===== src/rtl/snitch_icache_perf_counters.sv =====
// Saturating performance counters for the icache event outputs. Each fetch port
// contributes five event bits. The counters are read, or read and cleared,
// through a valid/ready request/response port with one response outstanding.
//
// Event vector layout per port (packed, MSB first, the same as icache_events_t):
//   [4] l0_miss, [3] l0_hit, [2] l0_prefetch, [1] l0_double_hit, [0] l0_stall
// Counter index = port*5 + e, where e=0 is l0_miss and e=4 is l0_stall.
module snitch_icache_perf_counters #(
  parameter int unsigned NR_FETCH_PORTS = 1,
  parameter int unsigned CNT_WIDTH      = 32,
  parameter int unsigned ADDR_WIDTH     =
      (NR_FETCH_PORTS * 5 > 1) ? $clog2(NR_FETCH_PORTS * 5) : 1
) (
  input  logic                           clk_i,
  input  logic                           rst_i,
  input  logic [NR_FETCH_PORTS-1:0][4:0] events_i,
  input  logic                           enable_i,
  input  logic                           req_valid_i,
  output logic                           req_ready_o,
  input  logic [ADDR_WIDTH-1:0]          req_addr_i,
  input  logic                           req_clear_i,
  output logic                           rsp_valid_o,
  input  logic                           rsp_ready_i,
  output logic [CNT_WIDTH-1:0]           rsp_data_o,
  output logic                           rsp_err_o
);

  localparam int unsigned NumCnt = NR_FETCH_PORTS * 5;

  typedef enum logic [0:0] {StIdle, StResp} state_e;

  state_e               state_q;
  logic [CNT_WIDTH-1:0] cnt_q [NumCnt];
  logic [CNT_WIDTH-1:0] cnt_d [NumCnt];
  logic [NumCnt-1:0]    ev;
  logic                 accept;
  logic                 in_range;
  logic [CNT_WIDTH-1:0] rd_data;

  assign rsp_valid_o = (state_q == StResp);
  assign req_ready_o = !rst_i && (!rsp_valid_o || rsp_ready_i);
  assign accept      = req_valid_i && req_ready_o;
  assign in_range    = (32'(req_addr_i) < NumCnt);

  // Flatten the per-port event structs into counter-index order.
  always_comb begin
    ev = '0;
    for (int unsigned p = 0; p < NR_FETCH_PORTS; p++) begin
      for (int unsigned e = 0; e < 5; e++) begin
        ev[p*5+e] = events_i[p][4-e];
      end
    end
  end

  // Select the addressed counter; out-of-range indices read as zero.
  always_comb begin
    rd_data = '0;
    for (int unsigned i = 0; i < NumCnt; i++) begin
      if (32'(req_addr_i) == i) rd_data = cnt_q[i];
    end
  end

  // Next counter value: clear wins over saturation, and a same-cycle event survives a clear.
  always_comb begin
    for (int unsigned i = 0; i < NumCnt; i++) begin
      logic inc;
      logic clr;
      inc      = enable_i && ev[i];
      clr      = accept && in_range && req_clear_i && (32'(req_addr_i) == i);
      cnt_d[i] = cnt_q[i];
      if (clr) begin
        cnt_d[i] = inc ? CNT_WIDTH'(1) : '0;
      end else if (inc && (cnt_q[i] != {CNT_WIDTH{1'b1}})) begin
        cnt_d[i] = cnt_q[i] + CNT_WIDTH'(1);
      end
    end
  end

  // Counter registers.
  always_ff @(posedge clk_i) begin
    for (int unsigned i = 0; i < NumCnt; i++) begin
      if (rst_i) cnt_q[i] <= '0;
      else       cnt_q[i] <= cnt_d[i];
    end
  end

  // Response FSM with registered data and error outputs.
  always_ff @(posedge clk_i) begin
    if (rst_i) begin
      state_q    <= StIdle;
      rsp_data_o <= '0;
      rsp_err_o  <= 1'b0;
    end else begin
      unique case (state_q)
        StIdle: begin
          if (accept) begin
            state_q    <= StResp;
            rsp_data_o <= in_range ? rd_data : '0;
            rsp_err_o  <= !in_range;
          end
        end
        StResp: begin
          if (accept) begin
            rsp_data_o <= in_range ? rd_data : '0;
            rsp_err_o  <= !in_range;
          end else if (rsp_ready_i) begin
            state_q <= StIdle;
          end
        end
        default: state_q <= StIdle;
      endcase
    end
  end

endmodule


===== config.mk =====
export PLATFORM = sky130hd
export DESIGN_NAME = snitch_icache_perf_counters
export DESIGN_NICKNAME = d
export VERILOG_FILES = /design/src/rtl/snitch_icache_perf_counters.sv
export SDC_FILE = /design/constraint.sdc
export NUM_CORES = 1
export LEC_CHECK = 0
export CAP_MARGIN = 30
export CORE_MARGIN = 3
export CORE_UTILIZATION = 57
export CTS_BUF_LIST = sky130_fd_sc_hd__clkbuf_8
export DETAILED_ROUTE_END_ITERATION = 7
export PLACE_DENSITY = 0.77
export SETUP_SLACK_MARGIN = 0.02
export SLEW_MARGIN = 5
export SYNTH_ARGS = -nofsm -noshare
export SYNTH_HDL_FRONTEND = slang
export SYNTH_SLANG_ARGS = --single-unit

===== constraint.sdc =====
create_clock -name clk_i -period 2.3 [get_ports clk_i]
set_input_delay 0.46 -clock clk_i [delete_from_list [all_inputs] [get_ports clk_i]]
set_output_delay 0.46 -clock clk_i [all_outputs]
set_load 0.005 [all_outputs]

==> metrics.cfg, run 1 <==
[outcome]
status=completed

[sta]
finalCritPeriodShare_pct=95.8
rsz0062_at_grt=false
whs_ps=499
final_max_slew_viol_count=0
worstMarginPinSlew_ps=507
finalHoldViolCount=0
worst_slack_ps=96.2
fin_worst_skew_ps=14.6
period_needed_ps=2200
setup_viol=0
timing.fmax_mhz=454
relSlewSlack_pct=65.9

[clock_tree]
numCtsBuffers=17
clk_pin_slew_ps=100
clockBufferDepth=2
cts_tree=done
hold_buffers=0
cts_root_buf=clkbuf_8
clock_latency_ps=470
cts.sinks=194
cts_max_level=4

[worst_setup_path]
path_cells=clkdlybuf4s50_1 > nand2_1 > or3_1 > or4_4 > nor4b_2 > xnor2_1 > nor2_1
critPathBufInv=1
required_ps=2670
startpoint_type=input pin
cp-end-kind=flop
path_class=in2reg
cp_slowest_cell=clkdlybuf4s50_1
crit_fanout=7
max_stage_delay_ps=560
worstPathArrival_ps=2570
path_delay_family=simple AND/OR/NAND/NOR gates

[global_routing]
grt_overflow=0
grt_usage_pct=28.3
grt_max_degree=51
grt_pass1_wl_um=41500
grt_pass1_vias=8166
antenna_found_initial=0

[detailed_routing]
wl_per_cell_um=18.0
num_vias=8884
avgViaCountPerCell=6.13
firstDrtPassIters=6
drtAntennaViolNets=0
wirelength_um=26000
post-route-drc-count=0
drt-initial-drc-count=573

[floorplanning]
dieArea_um2=18700
die_width_um=137
core-area_um2=16600
rows=47
start_util_pct=58.6
io_pins=49
die_y_um=137

[finish]
area_growth_pct=17.0
num-fill-cells=1377
layout-drive-gt1-share_pct=15.1
diodes=0
finalInstanceArea_um2=11400
fin_util_pct=68.5
fin_nets=1236

[placement]
dp_hpwl_um=19400
io_buffers=48
preCtsSetupSlack_ps=-548
postPlaceCellArea_um2=11000
routabilityCongestion=0.972

[yosys]
seq_area_frac_synth_pct=39.8
synth_edf_count=0
syn_avg_cell_area_um2=8.77
synth_top_area_share_pct=39.8
synth-seq-cells=194
async_reset_ff_share_pct=0
synth.distinct_cells=56
yosys_warnings=0
synth_commonest_cells=dfxtp_1 (194), nor2_1 (191), xor2_1 (81), nand2_1 (66), nand3_1 (63)
synth_area_um2=9750
synthTopCellsByArea=dfxtp_1 (40%), nor2_1 (7.4%), xor2_1 (7.3%)
postSynthCellCount=1112
ys.flop_type=dfxtp_1
synth_fp_nets=1131
yosys.area.top_type=dfxtp_1
synth_most_common_cell=dfxtp_1

[worst_hold_path]
hold_class=reg2reg

[power]
leakagePower_nw=3.90
p_per_area_nw_per_um2=529
ir_drop_mv=0.385

[job]
maxCapViolations=0

[worst reg2reg max path, delay by kind of cell, from the launching register on]
kind,cells,cell delay [ps]
AND/OR/NAND/NOR,5,1360
adder cells (fa/ha/maj),1,200
AO/OA/AOI/OAI,1,160
flip-flops,1,420
[layout by cell type (no fill, tap or decap), drive strengths merged, types with 2 or more instances in the layout]
master         instances
or3                   23
clkdlybuf4s50         45
dfxtp                194
and4                  15
a22oi                 18
xnor2                 51
mux2i                  4
nand3                 63
buf                   94
mux4                  32
or4                    7
nand2                 66
a221oi                14
clkbuf                18
nor3b                  7
and3                  21
nor2                 191
nor3                  48
o21ai                 20
nor4                  18
nand4b                 2
a31oi                  5
ha                     5
nor4b                  5
a21oi                 62
and2                   6
or2                    4
a211oi                 3
inv                   26
nand3b                 3
nand4                 60
xor2                  81
clkinv                 6
[area by class of cell]
type	count	area (um^2)	area share, %
clock inverters	13	119	1.04
flip-flops and latches	194	3880	34.1
clock buffers	18	248	2.17
well taps	220	275	2.41
inverters	20	75.1	0.658
repair buffers	140	1210	10.6
multi-input cells	844	5590	49.0
[per-stage QoR]
step                total power, mW  instances  setup TNS, ps
floorplan                      3.76       1112              0
global placement               3.98       1415         -14700
detailed placement             3.99       1415         -17360
CTS                            6.08       1446              0
global route                   6.27       1449              0
finish                         6.03       1449              0
[registers in the layout, indices dropped and copies added (netlist names)]
register,count
cnt_q,160
rsp_err_o,1
rsp_data_o,32
rsp_valid_o,1
[worst paths after layout]
kind,cells past startpoint,startpoint,slack [ps],end
max,7,events_i[3],100,cnt_q[1][31]
min,2,rsp_err_o,500,rsp_err_o
max reg2reg,7,cnt_q[4][1],100,cnt_q[4][26]
min reg2reg,2,rsp_err_o,500,rsp_err_o
[power by group]
part	switching (mW)	total [mW]	internal (mW)
clock	1.30	2.12	0.815
combinational	0.248	0.466	0.218
sequential	0.0367	3.45	3.41
[cells by family (layout without fill, tap and decap cells)]
kind of cell / Yosys count / after routing / share of synthesized area, %
fa+ha+maj: 5 / 5 / 0.642
compound gates: 130 / 130 / 8.12
mux: 36 / 36 / 7.88
xor+xnor: 132 / 132 / 11.9
flops: 194 / 194 / 39.8
buf+inv: 74 / 191 / 3.21
simple gates: 541 / 541 / 28.5
[repair_timing]
action,CTS,global route
pin swaps,0,2
endpoints found under the hold margin,0,0
endpoints found under the setup margin,4,28
buffers inserted,0,3
gates resized for setup,1,7
[layer usage]
layer,up-vias,track usage [%],wire length [um]
met5,-,0,0
met1,4268,38.9,11300
met4,0,10.2,547
met3,46,5.29,1910
li1,4215,-,-
met2,355,44.8,12300
No activity file was read; power rests on OpenSTA's default activity.
==> inputs of run 2 (changes only) <==
Settings changed: CAP_MARGIN 30 to 20, CORE_ASPECT_RATIO from default to 1.5.
==> run 2 against run 1 <==
Compared with the run above: utilization rose by 2.1 points; clock-buffer cell count stayed put; routed wire length up 0.81%; hold slack worse by 38 ps; first-iteration DRC count up 35%; register-to-register slack hardly changed; sequential power is essentially flat; via count grew 0.69%; maximum frequency fell by 1.4%; clock power rose by 13%; critical path type unchanged; highest routed layer unchanged.
==> metrics.cfg, run 2 (same netlist as run 1, synthesis figures left out) <==
[global_routing]
grt_usage_pct=28.0  ; -0.30 points
grt_max_degree=52  ; +2.0%
grt_pass1_wl_um=42400  ; +2.3%
grt_overflow=0  ; unchanged
antenna_found_initial=0  ; unchanged
grt_pass1_vias=8451  ; +3.5%

[worst_setup_path]
worstPathArrival_ps=2640  ; +70 ps
startpoint_type=input pin
crit_fanout=6  ; -1
max_stage_delay_ps=530  ; -30 ps
path_delay_family=simple AND/OR/NAND/NOR gates
path_cells=clkdlybuf4s50_1 > nand2_1 > or3_1 > buf_4 > nor3_2 > buf_4 > nand2_1 > or3_1 > a21oi_1
cp_slowest_cell=clkdlybuf4s50_1
cp-end-kind=flop
path_class=in2reg
required_ps=2710  ; +40 ps
critPathBufInv=3  ; +2

[placement]
routabilityCongestion=0.945  ; -2.9%
dp_hpwl_um=19800  ; +2.3%
postPlaceCellArea_um2=11200  ; +1.5%
io_buffers=48  ; unchanged

[finish]
multi_input_area_um2=5610  ; +0.31%
reg_top3=cnt_q (160), rsp_data_o (32)
num-fill-cells=1292  ; -6.2%
regMostFlops=cnt_q
finalInstanceArea_um2=11600  ; +2.1%
layout_commonest_cell=dfxtp_1
mostFrequentLayoutCells=dfxtp_1 (193), nor2_1 (191), buf_4 (96)
largest_reg_flops=160  ; unchanged
diodes=0  ; unchanged
area_growth_pct=19.4
fin_nets=1250  ; +1.1%
register_area_um2=3880  ; unchanged
layout-drive-gt1-share_pct=16.2  ; +1.1 points

[clock_tree]
clk_pin_slew_ps=100  ; about the same
cts_tree=done
cts_root_buf=clkbuf_8
cts.sinks=194  ; unchanged
hold_buffers=0  ; unchanged
numCtsBuffers=17  ; unchanged
cts_max_level=4  ; unchanged
clock_latency_ps=480  ; about the same
clockBufferDepth=2  ; unchanged

[sta]
relSlewSlack_pct=67.8  ; +1.9 points
rsz0062_at_grt=false
fin_worst_skew_ps=10.7  ; -3.83 ps
finalCritPeriodShare_pct=97.1  ; +1.3 points
worstMarginPinSlew_ps=479  ; -28.5 ps
timing.fmax_mhz=448  ; -1.4%
setup_viol=0  ; unchanged
final_max_slew_viol_count=0  ; unchanged
finalHoldViolCount=0  ; unchanged
fin_setup_tns_ps=0  ; unchanged
whs_ps=461  ; -38.0 ps
period_needed_ps=2230  ; +30.6 ps

[detailed_routing]
post-route-drc-count=0  ; unchanged
drt-initial-drc-count=772  ; +35%
avgViaCountPerCell=6.17  ; +0.69%
wl_per_cell_um=18.1  ; +0.81%
firstDrtPassIters=7  ; +1
num_vias=8945  ; +0.69%
drtAntennaViolNets=0  ; unchanged
wirelength_um=26200  ; +0.81%

[floorplanning]
die_y_um=166  ; +21%
dieArea_um2=18700  ; +0.18%
die_width_um=113  ; -18%
rows=57  ; +21%
core-area_um2=16500  ; -1.0%
io_pins=49  ; unchanged
start_util_pct=59.2  ; +0.60 points

[power]
p_sw_share_pct=24.6  ; -1.7 points
ir_drop_mv=0.627  ; +63%
internal_power_mw=4.77  ; +7.3%
power.share.clock_pct=37.7  ; +2.6 points
p_per_area_nw_per_um2=544  ; +2.8%
power_mw=6.33  ; +4.9%
seqPwrFrac_pct=54.5  ; -2.7 points
share_comb_of_total_power_pct=7.8  ; about the same
switchingPower_mw=1.56  ; -1.7%
leakagePower_nw=4.02  ; +2.9%

[job]
maxCapViolations=0  ; unchanged

[worst_hold_path]
hold_class=reg2reg

[outcome]
status=completed

==> run 2: changes by cell type in the layout (fill, tap and decap cells not counted), moves of 2 or more <==
cell        delta
clkinvlp_4     +2
nor4_1         -2
nor4_2         +2
bufinv_16      +3
inv_8          -3
buf_12         +6
buf_4          +8
==> run 2: final timing paths <==
check,startpoint,endpoint,slack (ps),cells after the start
max,events_i[3],cnt_q[1][28],70,9
min,rsp_err_o,rsp_err_o,460,2
max reg2reg,cnt_q[1][9],cnt_q[1][28],90,8
min reg2reg,rsp_err_o,rsp_err_o,460,2
==> run 2: layout make-up <==
class,instances,area share [%]
Clock buffer,18,2.13
Multi-Input combinational cell,844,48.2
Clock inverter,13,1.52
Inverter,20,0.645
Timing Repair Buffer,154,12.0
Sequential cell,194,33.4
Tap cell,206,2.21
==> run 2: power groups by stage <==
stage	sequential (mW)	clock, mW	combinational, mW
2_1_floorplan	3.53	0	0.233
3_3_place_gp	3.52	0	0.489
3_5_place_dp	3.53	0	0.495
4_1_cts	3.45	2.42	0.497
5_1_grt	3.46	2.55	0.537
6_report	3.45	2.39	0.494
==> run 2: worst reg2reg max path, cell delays in order (launching register included) <==
cell and delay (ps):
dfxtp_2 370, nand4_1 170, or3_1 450, buf_4 170, nor3_2 170, buf_4 160, nand2_1 130, or3_1 380
a21oi_1 150
==> run 2: metrics by stage <==
step / utilization [%] / std cells / setup WS [ps]
floorplan: - / 1112 / 52.9
global placement: 67.7 / 1416 / -407
detailed placement: 67.7 / 1416 / -449
CTS: 70.3 / 1447 / 35.9
global route: 70.7 / 1449 / 17.3
finish: 70.7 / 1449 / 65.6
==> run 2: repair_timing <==
item                       4_1_cts  5_1_grt
gates resized for setup          1       10
buffers inserted                 0        2
pin swaps                        0        1
setup endpoints to repair        1       38
==> run 2: routing by layer <==
metal	track usage [%]	vias up	share of wire, %
met3	4.23	59	5.5
met4	10.1	0	2.9
met2	50.0	293	53
met1	33.7	4357	39
li1	-	4236	-
met5	0	-	0
==> inputs of run 3 (changes only) <==
Settings changed: SLEW_MARGIN 5 to default.
==> results of run 3 <==
Same layout as run 2: the final DEF is identical, and so are final timing and power.
